## src/rtl/imem_loader_if.sv

```systemverilog
// Byte-stream and instruction-memory write bus of the program loader.
interface imem_loader_if #(
  parameter int ADDR_W = 6
);
  logic              start;
  logic [ADDR_W:0]   word_count;
  logic              abort;
  logic [7:0]        byte_in;
  logic              byte_valid;
  logic              byte_ready;
  logic              wr_en;
  logic [ADDR_W-1:0] wr_addr;
  logic [31:0]       wr_data;
  logic              busy;
  logic              done;
  logic              cpu_hold;

  // Byte source / controller side.
  modport master (
    output start, word_count, abort, byte_in, byte_valid,
    input  byte_ready, wr_en, wr_addr, wr_data, busy, done, cpu_hold
  );

  // Loader side.
  modport slave (
    input  start, word_count, abort, byte_in, byte_valid,
    output byte_ready, wr_en, wr_addr, wr_data, busy, done, cpu_hold
  );
endinterface

```

## src/rtl/imem_loader.sv

```systemverilog
// Instruction memory loader: assembles little-endian 32-bit words from a
// byte stream and writes them to consecutive word offsets from 0, holding
// the CPU while a program image is loaded.
module imem_loader #(
  parameter int ADDR_W = 6,
  parameter int DEPTH  = 64
) (
  input logic          clk,
  input logic          rst_n,
  imem_loader_if.slave bus
);

  typedef enum logic [1:0] {
    S_IDLE,
    S_LOAD,
    S_WRITE,
    S_FIN
  } state_t;

  state_t            r_state, w_next;
  logic [ADDR_W:0]   r_n;
  logic [ADDR_W-1:0] r_word_idx;
  logic [1:0]        r_byte_cnt;
  logic [2:0][7:0]   r_asm;
  logic [ADDR_W-1:0] r_wr_addr;
  logic [31:0]       r_wr_data;
  logic              r_byte_ready, r_wr_en, r_busy, r_done;

  logic [ADDR_W:0]   w_clamp;
  logic              w_xfer;
  logic              w_last;

  assign w_clamp = (bus.word_count > (ADDR_W+1)'(DEPTH)) ? (ADDR_W+1)'(DEPTH)
                                                        : bus.word_count;
  // byte_ready is high exactly while in LOAD, so the state alone qualifies it.
  assign w_xfer  = (r_state == S_LOAD) && bus.byte_valid;
  assign w_last  = ({1'b0, r_word_idx} == (r_n - (ADDR_W+1)'(1)));

  // State register.
  always_ff @(posedge clk or negedge rst_n) begin
    if (!rst_n) r_state <= S_IDLE;
    else        r_state <= w_next;
  end

  // Next-state logic; abort outranks a completing word.
  always_comb begin
    w_next = r_state;
    unique case (r_state)
      S_IDLE: begin
        if (bus.start) w_next = (w_clamp == '0) ? S_FIN : S_LOAD;
      end
      S_LOAD: begin
        if (bus.abort)                          w_next = S_IDLE;
        else if (w_xfer && r_byte_cnt == 2'd3) w_next = S_WRITE;
      end
      S_WRITE: begin
        if (bus.abort)   w_next = S_IDLE;
        else if (w_last) w_next = S_FIN;
        else             w_next = S_LOAD;
      end
      S_FIN:   w_next = S_IDLE;
      default: w_next = S_IDLE;
    endcase
  end

  // Count latch, byte assembly and write address/data capture.
  always_ff @(posedge clk or negedge rst_n) begin
    if (!rst_n) begin
      r_n        <= '0;
      r_word_idx <= '0;
      r_byte_cnt <= '0;
      r_asm      <= '0;
      r_wr_addr  <= '0;
      r_wr_data  <= '0;
    end else begin
      case (r_state)
        S_IDLE: begin
          if (bus.start) begin
            r_n        <= w_clamp;
            r_word_idx <= '0;
            r_byte_cnt <= '0;
          end
        end
        S_LOAD: begin
          if (w_xfer) begin
            r_byte_cnt <= r_byte_cnt + 2'd1;
            case (r_byte_cnt)
              2'd0: r_asm[0] <= bus.byte_in;
              2'd1: r_asm[1] <= bus.byte_in;
              2'd2: r_asm[2] <= bus.byte_in;
              default: begin
                // Output word is captured here so wr_data/wr_addr hold
                // steady outside the WRITE cycle.
                if (!bus.abort) begin
                  r_wr_data <= {bus.byte_in, r_asm};
                  r_wr_addr <= r_word_idx;
                end
              end
            endcase
          end
        end
        S_WRITE: begin
          if (!bus.abort && !w_last) begin
            r_word_idx <= r_word_idx + ADDR_W'(1);
            r_byte_cnt <= '0;
          end
        end
        default: ;
      endcase
    end
  end

  // Control outputs registered from the next state.
  always_ff @(posedge clk or negedge rst_n) begin
    if (!rst_n) begin
      r_byte_ready <= 1'b0;
      r_wr_en      <= 1'b0;
      r_busy       <= 1'b0;
      r_done       <= 1'b0;
    end else begin
      r_byte_ready <= (w_next == S_LOAD);
      r_wr_en      <= (w_next == S_WRITE);
      r_busy       <= (w_next != S_IDLE);
      r_done       <= (w_next == S_FIN);
    end
  end

  assign bus.byte_ready = r_byte_ready;
  assign bus.wr_en      = r_wr_en;
  assign bus.wr_addr    = r_wr_addr;
  assign bus.wr_data    = r_wr_data;
  assign bus.busy       = r_busy;
  assign bus.done       = r_done;
  assign bus.cpu_hold   = r_busy;

endmodule

```

## src/flat_wrapper.sv

```systemverilog
// flat-port wrapper written by rule: the top's interface ports become plain ports
module imem_loader_flat 
#(
  parameter int ADDR_W = 6,
  parameter int DEPTH  = 64
)
  (clk, rst_n, bus_start, bus_word_count, bus_abort, bus_byte_in, bus_byte_valid, bus_byte_ready, bus_wr_en, bus_wr_addr, bus_wr_data, bus_busy, bus_done, bus_cpu_hold);
  imem_loader_if #(.ADDR_W(ADDR_W)) bus_i ();
  input logic clk;
  input logic rst_n;
  input wire logic [$bits(bus_i.start)-1:0] bus_start;
  input wire logic [$bits(bus_i.word_count)-1:0] bus_word_count;
  input wire logic [$bits(bus_i.abort)-1:0] bus_abort;
  input wire logic [$bits(bus_i.byte_in)-1:0] bus_byte_in;
  input wire logic [$bits(bus_i.byte_valid)-1:0] bus_byte_valid;
  output wire logic [$bits(bus_i.byte_ready)-1:0] bus_byte_ready;
  output wire logic [$bits(bus_i.wr_en)-1:0] bus_wr_en;
  output wire logic [$bits(bus_i.wr_addr)-1:0] bus_wr_addr;
  output wire logic [$bits(bus_i.wr_data)-1:0] bus_wr_data;
  output wire logic [$bits(bus_i.busy)-1:0] bus_busy;
  output wire logic [$bits(bus_i.done)-1:0] bus_done;
  output wire logic [$bits(bus_i.cpu_hold)-1:0] bus_cpu_hold;
  assign bus_i.start = bus_start;
  assign bus_i.word_count = bus_word_count;
  assign bus_i.abort = bus_abort;
  assign bus_i.byte_in = bus_byte_in;
  assign bus_i.byte_valid = bus_byte_valid;
  assign bus_byte_ready = bus_i.byte_ready;
  assign bus_wr_en = bus_i.wr_en;
  assign bus_wr_addr = bus_i.wr_addr;
  assign bus_wr_data = bus_i.wr_data;
  assign bus_busy = bus_i.busy;
  assign bus_done = bus_i.done;
  assign bus_cpu_hold = bus_i.cpu_hold;
  imem_loader #(.ADDR_W(ADDR_W), .DEPTH(DEPTH)) u_core (.clk(clk), .rst_n(rst_n), .bus(bus_i));
endmodule
```

## config.mk

```make
export PLATFORM = sky130hd
export DESIGN_NAME = imem_loader_flat
export DESIGN_NICKNAME = d
export VERILOG_FILES = /design/src/rtl/imem_loader_if.sv /design/src/rtl/imem_loader.sv /design/src/flat_wrapper.sv
export SDC_FILE = /design/constraint.sdc
export NUM_CORES = 1
export LEC_CHECK = 0
export ABC_AREA = 1
export CORE_ASPECT_RATIO = 0.75
export CORE_MARGIN = 4
export CORE_UTILIZATION = 23
export DETAILED_ROUTE_END_ITERATION = 8
export PLACE_DENSITY = 0.47
export SLEW_MARGIN = 40
export SYNTH_ARGS = -nofsm -noshare
export SYNTH_HDL_FRONTEND = slang
export SYNTH_SLANG_ARGS = --single-unit
```

## constraint.sdc

```tcl
create_clock -name clk -period 2.05 [get_ports clk]
set_input_delay 0.205 -clock clk [delete_from_list [all_inputs] [get_ports clk]]
set_output_delay 0.205 -clock clk [all_outputs]
set_load 0.03 [all_outputs]
```

==> summary.json, run 1 <==
{
  "yosys": {
    "flops_latches_synth": 83,
    "synth_async_sr_flop_share": 1.000,
    "synth-warning-count": 0,
    "syn-cell-area_sq_um": 3611,
    "synth_sequential_area_ratio": 0.5752,
    "synth_fp_nets": 393,
    "synth_enable_flop_cells": 0,
    "synth.top_cell.area_share": 0.5752,
    "synth_area_leaders": "sky130_fd_sc_hd__dfrtp_1, sky130_fd_sc_hd__nand2_1, sky130_fd_sc_hd__mux2_1, sky130_fd_sc_hd__o21ai_0, sky130_fd_sc_hd__nand3_1",
    "synthFlopType": "sky130_fd_sc_hd__dfrtp_1",
    "syn_avg_cell_area_sq_um": 9.839,
    "netlist_instances": 367,
    "yosys.cell_types.count": 26,
    "synthDominantAreaCellType": "sky130_fd_sc_hd__dfrtp_1"
  },
  "global_routing": {
    "grt_antenna_before_repair": 0,
    "grt.overflow.total": 0,
    "track_usage": 0.1046,
    "grt_start_max_net_pins": 43,
    "grt_pass1_wl_um": 14450,
    "first_global_vias": 2647
  },
  "clocking": {
    "root_buffer": "sky130_fd_sc_hd__clkbuf_16",
    "tritoncts_clock_tree": "done",
    "cts_buffers": 9,
    "tritoncts_num_sinks": 83,
    "clk-insertion-delay-late_ns": 0.34,
    "ctsLongestPathBuffers": 2,
    "h-tree-depth": 3,
    "post_cts.repair.setup_buffers": 0,
    "cts.reportedPaths.clkPinSlew_ns": 0.06
  },
  "sta": {
    "timing.final.crit_share": 0.8688,
    "max-slew-margin-rel": 0.6093,
    "fmaxAchievable_mhz": 561.5,
    "tns_ns": 0,
    "min_period_ns": 1.781,
    "worst_pin_slew_ns": 0.5847,
    "drv_slew": 0,
    "setup_viol": 0,
    "final-hold-violation-count": 0,
    "final.setup_skew_ns": 0.006668,
    "setup_repair_after_global_routing_missed_its_margin": "no"
  },
  "hold_path": {
    "hp-class": "input port to async pin"
  },
  "setup_path": {
    "worst-r2r-setup-slack_ns": 0.27,
    "timing.setup.critical_path_class": "flip-flop to flip-flop",
    "reg2regPathDepth": 12,
    "cell_by_cell_trace_of_the_critical_path": "inv_1, ha_1, nand2_1, nor2_2, nand2_1, nand2_1, nand2_1, nor2_2, nand3_1, nand2_2, nand2_1, o21ai_1",
    "critical_path_peak_fanout": 12,
    "timing.critical_path.required_ns": 2.32,
    "rr_startpoint": "u_core.r_n[0]$_DFFE_PN0P_",
    "cpMostUsedCell": "sky130_fd_sc_hd__nand2_1",
    "critical_path_cell_count": 12,
    "r2r_end": "u_core.r_word_idx[3]$_DFFE_PN0P_",
    "cp-endpoint": "u_core.r_word_idx[3]$_DFFE_PN0P_",
    "startpoint_class_of_the_critical_path": "flip-flop",
    "critical_path.slowest_cell": "sky130_fd_sc_hd__dfrtp_1",
    "timing.critical_path.from": "u_core.r_n[0]$_DFFE_PN0P_",
    "worst-path-buf-inv": 1,
    "worstSetupEndpointType": "flip-flop",
    "critical_path.max_stage_delay_ns": 0.39,
    "worstPathArrival_ns": 2.05,
    "path_delay_family": "simple AND/OR/NAND/NOR gates"
  },
  "cells_and_area": {
    "finalCoreUtilization": 0.3139,
    "multi_input_combinational_cell_area_sq_um": 1309,
    "antenna_cells": 0,
    "most_common_cell_after_layout_fill_and_taps_aside": "sky130_fd_sc_hd__nand2_1",
    "most-common-layout-cells": "sky130_fd_sc_hd__nand2_1, sky130_fd_sc_hd__dfrtp_1, sky130_fd_sc_hd__clkdlybuf4s50_1",
    "drive_gt1_frac": 0.1222,
    "growth_of_design_area_from_synthesis_to_finish_pct": 33.19,
    "fillCellCount": 1612,
    "final_net_count": 463,
    "final-seq-area_sq_um": 2077
  },
  "drt": {
    "route.vias.total": 2616,
    "vias_per_cell": 4.043,
    "drc": 0,
    "first_iter_violations": 116,
    "drt-total-wl_um": 8742,
    "final_antenna_net_count": 0,
    "wl_per_cell_um": 13.51,
    "detailedRoute.firstPassIterationCount": 4
  },
  "floorplanning": {
    "chipHeight_um": 116.5,
    "floorplan.core_area_sq_um": 15320,
    "ios": 63,
    "fp-row-count": 39,
    "die_ar_sq_um": 17790,
    "dieWidth_um": 152.7,
    "floorplan.initialDensity": 0.2357
  },
  "flow_run": {
    "drv_cap": 0
  },
  "pwr": {
    "p_per_area_nw_per_um2": 1312,
    "vdd_ir_drop_max_v": 0.0003792,
    "power.static_leakage_nw": 2.276
  },
  "place": {
    "gp_congestion": 0.8160,
    "dpl.hpwl_um": 6345,
    "buffer_ports.inserted": 62
  },
  "outcome": {
    "outcome": "finished, final reports clean"
  }
}
-- final cells by class --
cell class	count	share of cell area
Sequential cell	83	0.4318
Multi-Input combinational cell	236	0.2721
Timing Repair Buffer	70	0.1467
Tap cell	205	0.05333
Clock buffer	9	0.04683
Inverter	37	0.02888
Clock inverter	7	0.02029
-- layer usage --
layer	vias to the layer above	share of wire	GRT usage
met2	52	0.42	0.1526
met3	11	0.068	0.04556
met4	0	0.013	0.03383
met1	1232	0.50	0.1406
met5	-	0	0
li1	1321	-	-
-- Yosys cell counts, drive strengths merged, types with 2 or more instances --
cell     n
dfrtp   83
nand3b   2
nand2   95
mux2    25
inv     36
nand4    2
buf      7
ha       6
nand3   21
o21ai   38
a21oi   14
clkbuf   4
nor2    29
-- worst register-to-register path, stage by stage (launching register included) --
cell and delay [ns]:
sky130_fd_sc_hd__dfrtp_1 0.39, sky130_fd_sc_hd__inv_1 0.13, sky130_fd_sc_hd__ha_1 0.21, sky130_fd_sc_hd__nand2_1 0.11, sky130_fd_sc_hd__nor2_2 0.12, sky130_fd_sc_hd__nand2_1 0.07
sky130_fd_sc_hd__nand2_1 0.05, sky130_fd_sc_hd__nand2_1 0.05, sky130_fd_sc_hd__nor2_2 0.14, sky130_fd_sc_hd__nand3_1 0.10, sky130_fd_sc_hd__nand2_2 0.19, sky130_fd_sc_hd__nand2_1 0.07
sky130_fd_sc_hd__o21ai_1 0.08
-- report_power, final --
group          switching, mW  internal [mW]  total (mW)
sequential             0.318           2.17        2.49
combinational           1.21          0.853        2.06
clock                  0.685           1.07        1.76
total                   2.21           4.10        6.31
-- registers in the layout, summed over array words and instances, names as in the netlist --
signal                 count
u_core.bus.busy            1
u_core.r_byte_cnt          2
u_core.bus.done            1
u_core.bus.wr_data        32
u_core.bus.byte_ready      1
u_core.r_word_idx          6
u_core.bus.wr_en           1
u_core.r_state             2
u_core.r_n                 7
u_core.bus.wr_addr         6
u_core.r_asm              24
-- per-stage QoR --
stage | setup WS [ns] | hold WS (ns) | power, mW | instances | cell area [sq um]
2_1_floorplan | 0.4305 | -0.09059 | 3.717 | 367 | 3611
3_3_place_gp | 0.2626 | 0.1733 | 4.581 | 630 | 4477
3_5_place_dp | 0.2610 | 0.1821 | 4.616 | 630 | 4477
4_1_cts | 0.2621 | 0.3509 | 6.420 | 647 | 4810
5_1_grt | 0.02240 | 0.3710 | 6.725 | 647 | 4810
6_report | 0.2689 | 0.3430 | 6.312 | 647 | 4810
-- how the worst min path moves through the flow --
| stage | to | cells past startpoint | slack (ns) |
|---|---|---|---|
| floorplan | u_core.bus.busy$_DFF_PN0_ | 0 | -0.09 |
| global placement | u_core.bus.busy$_DFF_PN0_ | 1 | 0.17 |
| detailed placement | u_core.bus.busy$_DFF_PN0_ | 1 | 0.18 |
| CTS | u_core.bus.busy$_DFF_PN0_ | 2 | 0.35 |
| global route | u_core.bus.done$_DFF_PN0_ | 2 | 0.37 |
| finish | u_core.bus.done$_DFF_PN0_ | 2 | 0.34 |
-- timing repair --
item	CTS	global route
hold buffers	1	0
resized for setup	0	0
hold endpoints to repair	29	0
-- logic make-up (layout without fill, tap and decap cells) --
| logic type | after synthesis | in the layout | share of synthesized area |
|---|---|---|---|
| compound gates | 52 | 52 | 0.08143 |
| xor+xnor | 1 | 1 | 0.002426 |
| fa+ha+maj | 6 | 6 | 0.02079 |
| buf+inv | 48 | 123 | 0.06237 |
| flops | 83 | 83 | 0.5752 |
| mux | 25 | 25 | 0.07796 |
| simple gates | 152 | 152 | 0.1798 |
Power figures use the tool's default switching activity.
==> run 2, diff against run 1 <==
Settings changed: CAP_MARGIN set to 15.
==> results of run 2 <==
Final layout, timing and power as in run 1 (identical DEF).
==> run 3, diff against run 2 <==
Settings changed: CELL_PAD_IN_SITES_DETAIL_PLACEMENT set to 1, CELL_PAD_IN_SITES_GLOBAL_PLACEMENT set to 1, CORE_ASPECT_RATIO 0.75 to 1.1, CTS_BUF_LIST set to sky130_fd_sc_hd__clkbuf_4, PLACE_DENSITY 0.47 to 0.56.
==> run 3 against run 2 <==
  * Worst hold slack worse by 0.16 ns
  * Design area down 3.5%
  * Sequential power about the same
  * First-iteration DRC count grew 32%
  * Clock power shrank 47%
  * Final cell count down 0.93%
  * Clock skew rose by 0.010 ns
  * Sequential share of layout area grew 1.6 points
  * Combinational power hardly changed
  * Non-clock buffer count increased by 1
  * Critical path type unchanged
  * Critical endpoint is now u_core.r_word_idx[1]$_DFFE_PN0P_
  * Largest cell class unchanged
==> summary.json, run 3 (synthesized netlist as in run 1, its figures left out) <==
{
  "outcome": {
    "outcome": "finished, final reports clean"
  },
  "floorplanning": {
    "die_ar_sq_um": 17770,
    "floorplan.core_area_sq_um": 15230,
    "fp-row-count": 47,
    "floorplan.initialDensity": 0.2371,
    "chipHeight_um": 139.4,
    "dieWidth_um": 127.5,
    "ios": 63
  },
  "sta": {
    "final.setup_skew_ns": 0.01677,
    "max-slew-margin-rel": 0.6352,
    "tns_ns": 0,
    "fin_hold_ws_ns": 0.1870,
    "worst_pin_slew_ns": 0.5458,
    "setup_viol": 0,
    "timing.final.crit_share": 0.8612,
    "setup_repair_after_global_routing_missed_its_margin": "no",
    "fmaxAchievable_mhz": 566.4,
    "final-hold-violation-count": 0,
    "final_worst_path_setup_slack_ns": 0.2845,
    "min_period_ns": 1.765,
    "drv_slew": 0
  },
  "cells_and_area": {
    "multi_input_combinational_cell_area_sq_um": 1330,
    "instances_no_fill": 641,
    "fillCellCount": 1727,
    "drive_gt1_frac": 0.1306,
    "area_of_all_placed_cells_without_fillers_sq_um": 4641,
    "final_net_count": 465,
    "final-seq-area_sq_um": 2077,
    "largest_reg_flops": 32,
    "finalCoreUtilization": 0.3047,
    "growth_of_design_area_from_synthesis_to_finish_pct": 28.52,
    "most-common-layout-cells": "sky130_fd_sc_hd__nand2_1, sky130_fd_sc_hd__dfrtp_1, sky130_fd_sc_hd__clkdlybuf4s50_1",
    "most_common_cell_after_layout_fill_and_taps_aside": "sky130_fd_sc_hd__nand2_1"
  },
  "drt": {
    "drc": 0,
    "route.vias.total": 2733,
    "detailedRoute.firstPassIterationCount": 4,
    "wl_per_cell_um": 13.91,
    "vias_per_cell": 4.264,
    "drt-total-wl_um": 8916,
    "first_iter_violations": 153,
    "final_antenna_net_count": 0
  },
  "pwr": {
    "power.static_leakage_nw": 2.202,
    "p_per_area_nw_per_um2": 1188,
    "totalPowerFinal_mw": 5.515,
    "vdd_ir_drop_max_v": 0.0002591
  },
  "setup_path": {
    "timing.critical_path.required_ns": 2.43,
    "path_delay_family": "simple AND/OR/NAND/NOR gates",
    "critical_path.max_stage_delay_ns": 0.43,
    "cpMostUsedCell": "sky130_fd_sc_hd__nand2_1",
    "cell_by_cell_trace_of_the_critical_path": "inv_2, ha_1, nand2_1, nor2_4, nand2_1, nand2_1, nand2_1, nor2_2, nand3_2, nand2_2, nand2_1, o21ai_1",
    "worstSetupEndpointType": "flip-flop",
    "worstPathArrival_ns": 2.15,
    "critical_path_peak_fanout": 6,
    "timing.setup.critical_path_class": "flip-flop to flip-flop",
    "startpoint_class_of_the_critical_path": "flip-flop",
    "critical_path.slowest_cell": "sky130_fd_sc_hd__dfrtp_1",
    "worst-path-buf-inv": 1
  },
  "global_routing": {
    "first_global_vias": 2829,
    "grt_pass1_wl_um": 14790,
    "grt_start_max_net_pins": 44,
    "track_usage": 0.1032,
    "grt_antenna_before_repair": 0,
    "grt.overflow.total": 0
  },
  "hold_path": {
    "hp-class": "input port to async pin"
  },
  "place": {
    "placedInstanceArea_sq_um": 4466,
    "dpl.hpwl_um": 6660,
    "dpl.cell_count": 621,
    "gp_congestion": 0.7148,
    "buffer_ports.inserted": 62,
    "place_worst_setup_slack_ns": 0.1822
  },
  "clocking": {
    "h-tree-depth": 3,
    "tritoncts_num_sinks": 83,
    "clk-insertion-delay-late_ns": 0.43,
    "root_buffer": "sky130_fd_sc_hd__clkbuf_4",
    "tritoncts_clock_tree": "done",
    "cts_buffers": 9,
    "ctsLongestPathBuffers": 2,
    "cts.reportedPaths.clkPinSlew_ns": 0.16
  },
  "flow_run": {
    "drv_cap": 0
  }
}
[run 3: cell types whose count changed in the layout (fill, tap and decap cells not counted), moves of 2 or more]
cell                        before  now
sky130_fd_sc_hd__inv_8           0    3
sky130_fd_sc_hd__clkbuf_16       9    0
sky130_fd_sc_hd__clkbuf_4        0    9
sky130_fd_sc_hd__bufinv_16       2    0
[run 3: what timing repair did]
| item | 4_1_cts | 5_1_grt |
|---|---|---|
| endpoints found under the hold margin | 72 | 0 |
| hold buffers | 1 | 0 |
| resized for setup | 0 | 4 |
| endpoints found under the setup margin | 0 | 6 |
| buffers inserted | 0 | 1 |
[run 3: final timing paths]
kind                                               startpoint                                  to  slack [ns]  cells past startpoint
min in group clk                            bus_word_count[3]           u_core.r_n[3]$_DFFE_PN0P_        0.35                      3
min                                                     rst_n    u_core.r_word_idx[3]$_DFFE_PN0P_        0.19                      2
max                                 u_core.r_n[0]$_DFFE_PN0P_    u_core.r_word_idx[1]$_DFFE_PN0P_        0.28                     12
max in group asynchronous                               rst_n   u_core.bus.wr_data[6]$_DFFE_PN0P_        1.28                      3
max reg2reg                         u_core.r_n[0]$_DFFE_PN0P_    u_core.r_word_idx[1]$_DFFE_PN0P_        0.28                     12
min reg2reg                u_core.bus.wr_data[17]$_DFFE_PN0P_  u_core.bus.wr_data[17]$_DFFE_PN0P_        0.50                      1
[run 3: cell type report]
| cell class | count | share of cell area |
|---|---|---|
| multi-input combinational | 237 | 0.2866 |
| inverter | 37 | 0.02993 |
| timing repair buffer | 71 | 0.1537 |
| clock buffer | 9 | 0.01456 |
| tap | 196 | 0.05284 |
| antenna | 1 | 0.0005392 |
| clock inverter | 7 | 0.01429 |
| sequential | 83 | 0.4476 |
[run 3: per-layer routing]
metal	vias to the layer above	GRT usage	wire, um
met5	-	0	0
met3	7	0.02645	448
met2	55	0.1680	4275
met4	0	0.02880	88
met1	1339	0.1356	4102
li1	1332	-	-
[run 3: where the power goes]
group          leakage [nW]  switching (mW)  internal (mW)
clock                0.0689           0.658          0.283
sequential             1.10           0.328           2.16
combinational          1.04            1.22          0.864
